`src/rtl/mitikv_pkg.sv`:
```
// Shared constants and types for the MitiKV database request path.
package mitikv_pkg;

    localparam int unsigned KEY_SIZE_DEF  = 96;
    localparam int unsigned TAG_DEPTH_DEF = 8;

    // Operation kind carried in flag[2:1]
    typedef enum logic [1:0] {
        FLAG_NONE     = 2'b00,
        FLAG_SUSPECT  = 2'b01,
        FLAG_ARREST   = 2'b10,
        FLAG_FILTERED = 2'b11
    } db_flag_e;

    typedef enum logic {
        PRI_REQ0 = 1'b0,
        PRI_REQ1 = 1'b1
    } rr_pri_e;

    function automatic db_flag_e flag_kind(input logic [3:0] flag);
        return db_flag_e'(flag[2:1]);
    endfunction

    function automatic logic [3:0] sat_inc4(input logic [3:0] v);
        return (v == 4'hF) ? v : v + 4'd1;
    endfunction

endpackage

```
`src/rtl/db_tag_fifo.sv`:
```
// 1-bit-wide synchronous FIFO holding the requester index of each outstanding DB request.
module db_tag_fifo
    import mitikv_pkg::*;
#(
    parameter int unsigned DEPTH = TAG_DEPTH_DEF
) (
    input  logic                    i_clk,
    input  logic                    i_rst,
    input  logic                    i_push,
    input  logic                    i_din,
    input  logic                    i_pop,
    output logic                    o_dout,
    output logic [$clog2(DEPTH):0]  o_count
);

    localparam int unsigned AW = $clog2(DEPTH);
    localparam logic [AW:0] FULL_CNT = (AW+1)'(DEPTH);

    logic [DEPTH-1:0] r_mem;
    logic [AW-1:0]    r_wr_ptr;
    logic [AW-1:0]    r_rd_ptr;
    logic [AW:0]      r_count;
    logic             w_do_push;
    logic             w_do_pop;

    // Full/empty are judged on the pre-update count; pointers wrap as DEPTH is a power of 2
    assign w_do_pop  = i_pop  && (r_count != '0);
    assign w_do_push = i_push && (r_count != FULL_CNT);

    always_ff @(posedge i_clk) begin
        if (i_rst) begin
            r_wr_ptr <= '0;
            r_rd_ptr <= '0;
            r_count  <= '0;
        end else begin
            if (w_do_push) begin
                r_mem[r_wr_ptr] <= i_din;
                r_wr_ptr        <= r_wr_ptr + 1'b1;
            end
            if (w_do_pop) begin
                r_rd_ptr <= r_rd_ptr + 1'b1;
            end
            case ({w_do_push, w_do_pop})
                2'b10:   r_count <= r_count + 1'b1;
                2'b01:   r_count <= r_count - 1'b1;
                default: r_count <= r_count;
            endcase
        end
    end

    assign o_dout  = r_mem[r_rd_ptr];
    assign o_count = r_count;

endmodule

```
`src/rtl/db_req_arbiter.sv`:
```
// Two-way round-robin arbiter in front of an in-order DB; routes each reply back
// to the requester that issued it using a tag FIFO of requester indices.
module db_req_arbiter
    import mitikv_pkg::*;
#(
    parameter int unsigned KEY_SIZE  = KEY_SIZE_DEF,
    parameter int unsigned TAG_DEPTH = TAG_DEPTH_DEF
) (
    input  logic                clk156,
    input  logic                eth_rst,
    input  logic                req0_valid,
    input  logic                req1_valid,
    output logic                req0_ready,
    output logic                req1_ready,
    input  logic [KEY_SIZE-1:0] req0_key,
    input  logic [KEY_SIZE-1:0] req1_key,
    input  logic [3:0]          req0_flag,
    input  logic [3:0]          req1_flag,
    output logic                rsp0_valid,
    output logic                rsp1_valid,
    output logic [3:0]          rsp0_flag,
    output logic [3:0]          rsp1_flag,
    output logic [KEY_SIZE-1:0] in_key,
    output logic [3:0]          in_flag,
    output logic                in_valid,
    input  logic                out_valid,
    input  logic [3:0]          out_flag,
    output logic [7:0]          debug
);

    localparam int unsigned     CW       = $clog2(TAG_DEPTH) + 1;
    localparam logic [CW-1:0]   FULL_CNT = CW'(TAG_DEPTH);

    rr_pri_e             r_pri;
    rr_pri_e             w_pri_nxt;
    logic                r_in_valid;
    logic [KEY_SIZE-1:0] r_in_key;
    logic [3:0]          r_in_flag;
    logic                r_rsp0_valid;
    logic                r_rsp1_valid;
    logic [3:0]          r_rsp0_flag;
    logic [3:0]          r_rsp1_flag;
    logic [3:0]          r_spur_cnt;

    logic                w_can_accept;
    logic                w_gnt0;
    logic                w_gnt1;
    logic                w_gnt_any;
    logic                w_pop;
    logic                w_spurious;
    logic                w_head;
    logic [CW-1:0]       w_count;
    logic [4:0]          w_occ;
    logic [3:0]          w_occ4;

    // Full check uses the occupancy before any same-cycle pop
    always_comb begin
        w_can_accept = !eth_rst && (w_count < FULL_CNT);
        w_gnt0       = w_can_accept && req0_valid && (!req1_valid || (r_pri == PRI_REQ0));
        w_gnt1       = w_can_accept && req1_valid && (!req0_valid || (r_pri == PRI_REQ1));
        w_pri_nxt    = r_pri;
        if (w_gnt0) begin
            w_pri_nxt = PRI_REQ1;
        end else if (w_gnt1) begin
            w_pri_nxt = PRI_REQ0;
        end
    end

    assign w_gnt_any  = w_gnt0 || w_gnt1;
    assign w_pop      = out_valid && (w_count != '0);
    assign w_spurious = out_valid && (w_count == '0);

    db_tag_fifo #(
        .DEPTH (TAG_DEPTH)
    ) u_tag_fifo (
        .i_clk   (clk156),
        .i_rst   (eth_rst),
        .i_push  (w_gnt_any),
        .i_din   (w_gnt1),
        .i_pop   (w_pop),
        .o_dout  (w_head),
        .o_count (w_count)
    );

    always_ff @(posedge clk156) begin
        if (eth_rst) begin
            r_pri        <= PRI_REQ0;
            r_in_valid   <= 1'b0;
            r_in_key     <= '0;
            r_in_flag    <= '0;
            r_rsp0_valid <= 1'b0;
            r_rsp1_valid <= 1'b0;
            r_rsp0_flag  <= '0;
            r_rsp1_flag  <= '0;
            r_spur_cnt   <= '0;
        end else begin
            r_pri      <= w_pri_nxt;
            r_in_valid <= w_gnt_any;
            if (w_gnt0) begin
                r_in_key  <= req0_key;
                r_in_flag <= req0_flag;
            end else if (w_gnt1) begin
                r_in_key  <= req1_key;
                r_in_flag <= req1_flag;
            end
            r_rsp0_valid <= w_pop && !w_head;
            r_rsp1_valid <= w_pop && w_head;
            if (w_pop && !w_head) begin
                r_rsp0_flag <= out_flag;
            end
            if (w_pop && w_head) begin
                r_rsp1_flag <= out_flag;
            end
            if (w_spurious) begin
                r_spur_cnt <= sat_inc4(r_spur_cnt);
            end
        end
    end

    assign w_occ  = 5'(w_count);
    assign w_occ4 = (w_occ > 5'd15) ? 4'hF : w_occ[3:0];

    assign req0_ready = w_gnt0;
    assign req1_ready = w_gnt1;
    assign in_valid   = r_in_valid;
    assign in_key     = r_in_key;
    assign in_flag    = r_in_flag;
    assign rsp0_valid = r_rsp0_valid;
    assign rsp1_valid = r_rsp1_valid;
    assign rsp0_flag  = r_rsp0_flag;
    assign rsp1_flag  = r_rsp1_flag;
    assign debug      = {r_spur_cnt, w_occ4};

endmodule
```
`config.mk`:
```
export PLATFORM = sky130hd
export DESIGN_NAME = db_req_arbiter
export DESIGN_NICKNAME = d
export VERILOG_FILES = /design/src/rtl/mitikv_pkg.sv /design/src/rtl/db_tag_fifo.sv /design/src/rtl/db_req_arbiter.sv
export SDC_FILE = /design/constraint.sdc
export NUM_CORES = 1
export LEC_CHECK = 0
export CAP_MARGIN = 30
export CORE_UTILIZATION = 32
export CTS_CLUSTER_DIAMETER = 120
export DETAILED_ROUTE_END_ITERATION = 8
export PLACE_DENSITY = 0.71
export SKIP_LAST_GASP = 1
export SLEW_MARGIN = 5
export SYNTH_ARGS = -nofsm -noshare
export SYNTH_HDL_FRONTEND = slang
export SYNTH_SLANG_ARGS = --single-unit
```
`constraint.sdc`:
```
create_clock -name clk156 -period 2.6 [get_ports clk156]
set_input_delay 0.78 -clock clk156 [delete_from_list [all_inputs] [get_ports clk156]]
set_output_delay 0.78 -clock clk156 [all_outputs]
set_load 0.005 [all_outputs]
```
## After elaboration in Yosys (flattened, before gate mapping)

Index checks and enable logic that the tools add are counted.

| word-level totals | value |
|---|---|
| logic and storage cells | 68 |
| register bits after elaboration | 134 |
| input bits | 209 |

| operators by class | value |
|---|---|
| reductions and logical operators | 25 |
| add/subtract/negate cells | 5 |
| equal/unequal tests | 4 |
| mux-type cells | 13 |
| bitwise operators | 3 |
| magnitude comparators | 5 |

Operator list:

| kind | number |
|---|---|
| 2-to-1 mux 96 bit | 2 |
| logical AND 1 bit | 12 |
| 2-to-1 mux 4 bit | 3 |
| adder 4 x 1 -> 4 bit (second input constant) | 2 |
| bitwise mux 8 bit | 1 |
| < comparator 3 x 4 -> 1 bit (second input constant) | 2 |
| one-hot mux 4 bit (2 select lines) | 1 |
| adder 3 x 1 -> 3 bit (second input constant) | 2 |
| == test 4 bit (second input constant) | 1 |
| greater-than comparator 4 bit (second input constant) | 1 |
| zero test 1 bit | 4 |
| zero test 4 bit | 1 |
| < comparator 4 bit (second input constant) | 1 |
| 2-to-1 mux 1 bit | 4 |
| != test 4 bit (second input constant) | 1 |
| AND reduction 2 bit | 2 |
| nonzero test 2 bit | 2 |
| nonzero test 4 bit | 1 |
| subtractor 4 x 1 -> 4 bit (second input constant) | 1 |
| binary-select mux 1 bit (select 3 bit) | 1 |
| demux 1 bit (select 3 bit) | 1 |
| greater-or-equal comparator 3 x 1 -> 1 bit (second input constant) | 1 |
| logical OR 1 bit | 3 |
| inverter 1 bit | 3 |
| other kinds (2) | 2 |

## Depth between registers and ports, before layout

Gate-level depths: netlist (run 1).

| logic depth | value |
|---|---|
| word-level depth | 8 |
| mapped depth | 12 |

## Cells and area by module

From an unflattened synthesis (run 1), not the netlist that was laid out.

| unflattened totals | value |
|---|---|
| cells, all modules | 751 |
| area, all modules | 7008.0 µm² |

By module, submodules not included:

| module | seq. area each (µm²) | area an instance (µm²) | cells an instance | instances |
|---|---|---|---|---|
| db_req_arbiter | 2322.2 | 6105.9 | 669 | 1 |
| db_tag_fifo | 440.4 | 902.1 | 82 | 1 |

## Worst setup path after synthesis (run 1)

OpenSTA, ideal clock, no wires.

| timing path | value |
|---|---|
| path kind | input to register |
| start | in eth_rst |
| end | reg u_tag_fifo.r_count[3] (netlist: u_tag_fifo.o_count[3]) |
| cell stages on the path | 11 |
| setup slack | -0.158 ns |
| data required time | 2.479 ns |
| setup time | 0.121 ns |
| data arrival time | 2.637 ns |
| path buffers | 2 |
| path through | nor2_4 -> o21a_1 -> buf_4 -> buf_6 -> inv_2 -> ha_1 -> ha_1 -> a21o_1 -> a21oi_1 -> mux2i_1 -> mux2_2 |

| between the ends | value |
|---|---|
| cells in the longest elaborated chain, start to end | 8 |
| elaborated cells on any way between the ends | 12 |
| classes of those cells | eq/ne (2); mux (1); reduce/logical (9) |

RTL lines:

| item | RTL line | text |
|---|---|---|
| start: declaration | db_req_arbiter.sv:10 | `input logic eth_rst,` |
| zero test 1 bit | db_req_arbiter.sv:58 | `w_can_accept = !eth_rst && (w_count < FULL_CNT);` |
| logical AND 1 bit | db_req_arbiter.sv:58 |  |
| logical AND 1 bit (on tied branches) (2 in a row) | db_req_arbiter.sv:59, db_req_arbiter.sv:60 |  |
| logical OR 1 bit | db_req_arbiter.sv:69 | `assign w_gnt_any = w_gnt0 \|\| w_gnt1;` |
| logical AND 1 bit | db_tag_fifo.sv:28 | `assign w_do_push = i_push && (r_count != FULL_CNT);` |
| == test 2 x 1 -> 1 bit or == test 2 bit (tied branches) | db_tag_fifo.sv:43 | `case ({w_do_push, w_do_pop})` |
| one-hot mux 4 bit (2 select lines) or nonzero test 2 bit (tied branches) | n/a |  |
| end signal: assignment | db_tag_fifo.sv:44 | `2'b10: r_count <= r_count + 1'b1;` |
| end signal: assignment | db_tag_fifo.sv:45 | `2'b01: r_count <= r_count - 1'b1;` |
| end signal: assignment | db_tag_fifo.sv:46 | `default: r_count <= r_count;` |
| end: declaration | db_tag_fifo.sv:22 | `logic [AW:0] r_count;` |

Parallel ways exist; a longest one is shown, timed or not.
A chain may end at the register's enable or synchronous reset.

## Final worst setup path (run 1)

| timing path | value |
|---|---|
| start | in req0_valid |
| end | out req0_ready |

| between the ends | value |
|---|---|
| cells in the longest elaborated chain, start to end | 2 |

RTL lines:

| item | RTL line | text |
|---|---|---|
| start: declaration | db_req_arbiter.sv:11 | `input logic req0_valid,` |
| logical AND 1 bit (2 in a row) | db_req_arbiter.sv:59 | `w_gnt0 = w_can_accept && req0_valid && (!req1_valid \|\| (r_pri == PRI_REQ0));` |
| end: declaration | db_req_arbiter.sv:13 | `output logic req0_ready,` |

No other way between the ends.

==> metrics.txt, run 1 <==
Worst setup SP type=input port; share of cells above drive strength 1=0.07372; vias in the first global route=5431; Ant. Diodes=0; Final Critical Period=approximately 2.5 ns; die height=about 140 um; FFs w/ async S/R, synth=0; slowest library cell on the worst path=clkdlybuf4s50_1; Post-synth EDFFs=8; Routed met2 length=8.663 mm; HP Class=reg -> reg; Reg area=around 2800 um^2; DR WL met3=~1.3 mm; top cells by area, synth=dfxtp_1 41%, mux2i_1 19%, a211oi_1 12%; Synth top area share=0.4137; Core Box Area=approximately 19000 um^2; Int Pwr=approximately 5.2 mW; Avg WL per Cell=~15 um; count leader, synth=dfxtp_1; DRC viols=0; Design Power=about 7.4 mW; Crit Path Class=in -> out; Max Clock Freq=396.0 MHz; H-tree Lvls=4; width of the die=140.0 um; I/O Buffers=329; RePlAce Congestion=around 0.72; antenna violations before repair=0; status=completed; Final ANT Viol Nets=0; P per Cell Area=between 700 and 800 nW/um^2; Worst Clk Skew=0.007026 ns; P_sw=roughly 2.2 mW; post-synthesis sequential area ratio=0.4531; reg-to-reg endpoint=u_tag_fifo.o_count[3]; Inserted Clock Buffers=17; Setup violations, final=0; WP buf/inv=4; # hold bufs at CTS=0; Initial Util=0.3260; Combinational Power Share=0.326; Top Metal Used=met4; Hold Fails Final Rpt=0; Reg power frac=0.354; worst slew pin tran=between 0.7 and 0.8 ns; Worst setup EP type=output port; Final Cycle Share=0.9712; Worst-path clk slew=0.06 ns; Synth Cell Area=approximately 6100 um^2; maximum VDD drop=around 570 uV; Yosys Warn Count=0; critical path's top delay family=buffers and inverters; Crit path largest cell delay=around 0.48 ns; prevailing post-synth register cell=dfxtp_1; Multi-input gate area=3004 um^2; # fillers=between 1500 and 2000; Synth Instances=605; hold_sp=rsp1_flag[3]; Place WS=-0.3993 ns; register-to-register setup slack=between 0.2 and 0.3 ns; worst rel slew slack=0.5132; first-pass GRT wire length=between 20 and 30 mm; Post-Route WL=17.11 mm; Layout area overhead=66.47%; critical path data required time=around 1.8 ns; top cells by count, synth=126 x dfxtp_1, 121 x nor2_1, 114 x mux2i_1, 100 x a211oi_1, 18 x buf_2; DRT iter0 DRCs=200; Syn Nets=~800; Skew-Pair Late Insertion Delay=slightly above 0.4 ns; maximum number of pins on one net before global-route repair=about 140; clk root buf=clkbuf_16; Nets=approximately 1100; drt pass-1 iters=4; worst-path fanout max=3; Avg Cell Area, Syn=10.08 um^2; routed vias=about 5500; HPWL Detailed=12.50 mm; CTS tree=built; max cap viols=0; wl on met1=6.786 mm; unrepaired setup endpoints after global routing=false; final number of max-transition violations=0; Sink Count=about 130; worst r2r path cells=9; Clock Path Buffers=2; io pins=330; Final WS setup=about 0.075 ns; total gr overflow=0; full die area=between 15000 and 20000 um^2; Netlist cell types=43; clock share of power=0.320; register bit total from synthesis=about 130; vias per std cell=around 4.7; Cells on Worst Hold Path=2; Overall Global Routing Usage=0.1780; worst path arrival time=approximately 1.8 ns; Std-Cell Rows=50; hold worst-path end=rsp1_flag[3]; Critical Path, Cell by Cell=clkdlybuf4s50_1, buf_4, nand3_4, inv_1, dlygate4sd2_1; post-synth top area cell=dfxtp_1; switch share=0.2920; worst r2r src=u_tag_fifo.o_count[3]; Lkg Pwr=roughly 4.2 nW
## worst max path at each step
stage,slack [ns],end,start,cells past startpoint
finish,0.07,req0_ready,req0_valid,5
CTS,-0.02,req1_ready,req0_valid,4
global placement,-0.38,req1_ready,req0_valid,4
global route,0.04,u_tag_fifo.o_count[3],req0_valid,10
floorplan,0.008,u_tag_fifo.o_count[3],eth_rst,11
detailed placement,-0.40,req1_ready,req0_valid,4
## cells in the final DEF (no fill, tap or decap), drive strengths merged, types with 5 or more instances in the layout
cell type	n
clkbuf	21
nand2b	15
a211oi	100
buf	22
ha	6
xor2	7
nor2	122
mux2i	114
clkinvlp	5
inv	10
nand2	10
a21oi	6
clkdlybuf4s50	325
edfxtp	8
dfxtp	126
## routing by layer
| metal | track usage | vias to the layer above |
|---|---|---|
| li1 | - | 2816 |
| met1 | 0.1987 | 2452 |
| met2 | 0.3105 | 183 |
| met3 | 0.06393 | 24 |
| met4 | 0.06478 | 0 |
| met5 | 0 | - |
## kinds of logic (layout without fill, tap and decap cells)
family	after synthesis	after routing	share of synthesized area
buffers and inverters	57	388	0.06218
adder cells (fa/ha/maj)	7	7	0.01560
AND/OR/NAND/NOR	170	170	0.1283
flip-flops	134	134	0.4531
XOR/XNOR	9	9	0.01293
AO/OA/AOI/OAI	113	113	0.1389
multiplexers	115	115	0.1890
## worst min-delay path: stages (launching register included)
cell and delay (ns):
dfxtp_1 0.31, nand2b_1 0.06, mux2i_1 0.06
## repair_timing
action | in CTS | in global routing
setup buffers | 0 | 0
resized for setup | 5 | 2
endpoints found under the setup margin | 2 | 1
cloned | 0 | 0
## through the flow
step / hold WS (ns) / utilization / TNS, ns / instance area, um^2 / cells
after floorplan: 0.4651 / - / 0 / 6135 / 605
after global placement: 0.4611 / 0.5115 / -11.26 / 9568 / 1138
after detailed placement: 0.4640 / 0.5115 / -13.41 / 9568 / 1138
after CTS: 0.4767 / 0.5428 / -0.02349 / 10150 / 1170
after global routing: 0.4932 / 0.5426 / 0 / 10150 / 1170
final: 0.4732 / 0.5426 / 0 / 10150 / 1170
## sequential cells by signal, indices dropped and copies added (netlist names)
signal / flops
u_tag_fifo.r_rd_ptr: 3
u_tag_fifo.r_wr_ptr: 3
in_flag: 4
rsp0_valid: 1
u_tag_fifo.r_mem: 8
r_pri: 1
r_spur_cnt: 4
u_tag_fifo.o_count: 4
in_valid: 1
in_key: 96
rsp1_valid: 1
rsp0_flag: 4
rsp1_flag: 4
## power groups by stage
stage | Sequential, mW | Clock (mW) | Combinational, mW
finish | 2.62 | 2.36 | 2.41
global route | 2.67 | 2.53 | 2.63
CTS | 2.62 | 2.43 | 2.44
detailed placement | 2.66 | 0 | 2.42
global placement | 2.65 | 0 | 2.40
floorplan | 2.65 | 0 | 1.25
## layout make-up
cell class | count | share of cell area
well taps | 234 | 0.02885
clock inverters | 12 | 0.01146
flip-flops and latches | 134 | 0.2722
clock buffers | 20 | 0.04610
multi-input cells | 414 | 0.2960
inverters | 6 | 0.002712
repair buffers | 350 | 0.3427
No activity file was read; power rests on OpenSTA's default activity.
==> run 2: changes to the inputs <==
--- a/config.mk
+++ b/config.mk
@@ -9,9 +9,10 @@
 export CORE_UTILIZATION = 32
 export CTS_CLUSTER_DIAMETER = 120
 export DETAILED_ROUTE_END_ITERATION = 8
-export PLACE_DENSITY = 0.71
+export PLACE_DENSITY = 0.68
 export SKIP_LAST_GASP = 1
 export SLEW_MARGIN = 5
 export SYNTH_ARGS = -nofsm -noshare
 export SYNTH_HDL_FRONTEND = slang
+export SYNTH_HIERARCHICAL = 1
 export SYNTH_SLANG_ARGS = --single-unit
==> run 2 against run 1 <==
Compared with the run above:
- sequential power is 8.0% lower
- worst setup slack worse by 0.0025 ns
- area after synthesis is 15% higher
- global-route usage is 4.5 points higher
- die area is 15% higher
- synthesized cell count is 24% higher
- flip-flop and latch count stayed put
- first-iteration DRC count is 34% higher
- cell count is 14% higher
- routed wire length is 50% higher
- critical path depth stayed put
- critical endpoint unchanged
- largest cell class is now multi-input gates
==> metrics.txt, run 2 <==
top cells by count, synth=205 x nor3_1, 126 x dfxtp_1, 103 x a21oi_1, 89 x a2111oi_2, 66 x clkbuf_1; Design Power=slightly below 7 mW; worst path arrival time=1.75 ns; Setup violations, final=0; Lkg Pwr=between 3 and 4 nW; post-synth top area cell=dfxtp_1; share of cells above drive strength 1=0.1786; Syn Nets=approximately 970; routed vias=around 7300; io pins=between 300 and 400; Crit Path Class=in -> out; fin cells=between 1000 and 1500; max cap viols=0; final number of max-transition violations=0; Area after DPL=approximately 11000 um^2; critical path data required time=1.82 ns; Final ANT Viol Nets=0; Avg WL per Cell=19.30 um; Synth Cell Area=7008 um^2; drt pass-1 iters=4; Layout area overhead=60.17%; count leader, synth=nor3_1; first-pass GRT wire length=slightly below 40 mm; antenna violations before repair=0; Worst-path clk slew=approximately 0.070 ns; worst rel slew slack=0.3638; register-to-register setup slack=0.25 ns; setup TNS=0 ns; Inserted Clock Buffers=17; RePlAce Congestion=between 0.7 and 0.8; worst r2r path cells=5; DR WL met3=roughly 1.9 mm; status=completed; vias in the first global route=between 7000 and 8000; CTS tree=built; die height=150.0 um; worst slew pin tran=0.9543 ns; clk root buf=clkbuf_16; Nets=about 1300; FFs w/ async S/R, synth=0; P per Cell Area=around 600 nW/um^2; maximum VDD drop=389.9 uV; Post-Route WL=roughly 26 mm; Clock Path Buffers=2; most frequent cells in the layout=324 x clkdlybuf4s50_1, 205 x nor3_1, 126 x dfxtp_1; Place WS=-0.5813 ns; Avg Cell Area, Syn=9.332 um^2; Finished Cell Area=11220 um^2; number of flip-flops in the largest register=96; Cells on Worst Hold Path=2; utilization after layout=0.5290; Worst Clk Skew=around 0.0086 ns; Final WS setup=0.07225 ns; HP Class=reg -> reg; Std-Cell Rows=53; Overall Global Routing Usage=0.2230; full die area=approximately 22000 um^2; DRT iter0 DRCs=~270; vias per std cell=around 5.5; Initial Util=0.3302; total gr overflow=0; Cells after DPL=1297; Final Critical Period=about 2.5 ns; Post-synth EDFFs=8; Sink Count=~130; Skew-Pair Late Insertion Delay=just over 0.4 ns; # fillers=1977; post-synthesis sequential area ratio=0.3942; Worst setup EP type=output port; wl on met1=~11 mm; Top Metal Used=met4; width of the die=around 150 um; Hold Fails Final Rpt=0; commonest non-fill, non-tap cell in the layout=clkdlybuf4s50_1; maximum number of pins on one net before global-route repair=74; unrepaired setup endpoints after global routing=false; Final Cycle Share=0.9722; HPWL Detailed=16.54 mm; Synth Instances=between 700 and 800; Yosys Warn Count=6; Synth top area share=0.3599; prevailing post-synth register cell=dfxtp_1; hold_ws=0.4846 ns; Routed met2 length=between 10 and 15 mm; Max Clock Freq=~400 MHz; H-tree Lvls=4; Core Box Area=~21000 um^2; worst-path fanout max=2; Worst setup SP type=input port; top cells by area, synth=dfxtp_1 36%, a2111oi_2 19%, nor3_1 15%; Netlist cell types=45; I/O Buffers=between 300 and 400; register bit total from synthesis=approximately 130; DRC viols=0; Ant. Diodes=0
run 2: final timing paths:
check | start | endpoint
min | rsp0_flag[1] | rsp0_flag[1]
min reg2reg | rsp0_flag[1] | rsp0_flag[1]
max reg2reg | u_tag_fifo/o_count[3] | in_key[45]
max | req1_valid | req0_ready
run 2: what timing repair did:
| action | 4_1_cts | 5_1_grt |
|---|---|---|
| setup endpoints to repair | 8 | 3 |
| gates cloned | 0 | 0 |
| endpoints found under the hold margin | 0 | 0 |
| hold buffers | 0 | 0 |
| pin swaps | 1 | 3 |
| gates resized for setup | 7 | 2 |
| buffers inserted | 2 | 1 |
run 2: area by class of cell:
class / instances / area [um^2] / share of cell area
Multi-Input combinational cell: 517 / 3841 / 0.3422
Timing Repair Buffer: 369 / 3662 / 0.3263
Sequential cell: 134 / 2763 / 0.2461
Clock buffer: 21 / 471.7 / 0.04202
Tap cell: 275 / 344.1 / 0.03065
Clock inverter: 11 / 113.9 / 0.01014
Inverter: 6 / 28.78 / 0.002564
run 2: logic make-up after synthesis:
kind of cell	count (synthesis)	synth area share
adder cells (fa/ha/maj)	6	0.01071
flip-flops	134	0.3942
multiplexers	18	0.02999
AO/OA/AOI/OAI	216	0.2935
buffers and inverters	100	0.06785
AND/OR/NAND/NOR	272	0.1975
XOR/XNOR	5	0.006249
run 2: critical path: stages:
cell and delay, ns:
clkdlybuf4s15_1 0.20, a211o_4 0.34, or2_4 0.23, inv_1 0.07, buf_2 0.13
run 2: where the power goes:
part           switching, mW  internal, mW
Sequential             0.144          2.27
Combinational          0.850          1.05
Clock                  0.996          1.42
run 2: metal layers:
layer | vias to the layer above | global-route usage
met5 | - | 0
met4 | 0 | 0.06919
met3 | 41 | 0.06250
met2 | 274 | 0.3613
met1 | 3502 | 0.2853
li1 | 3472 | -
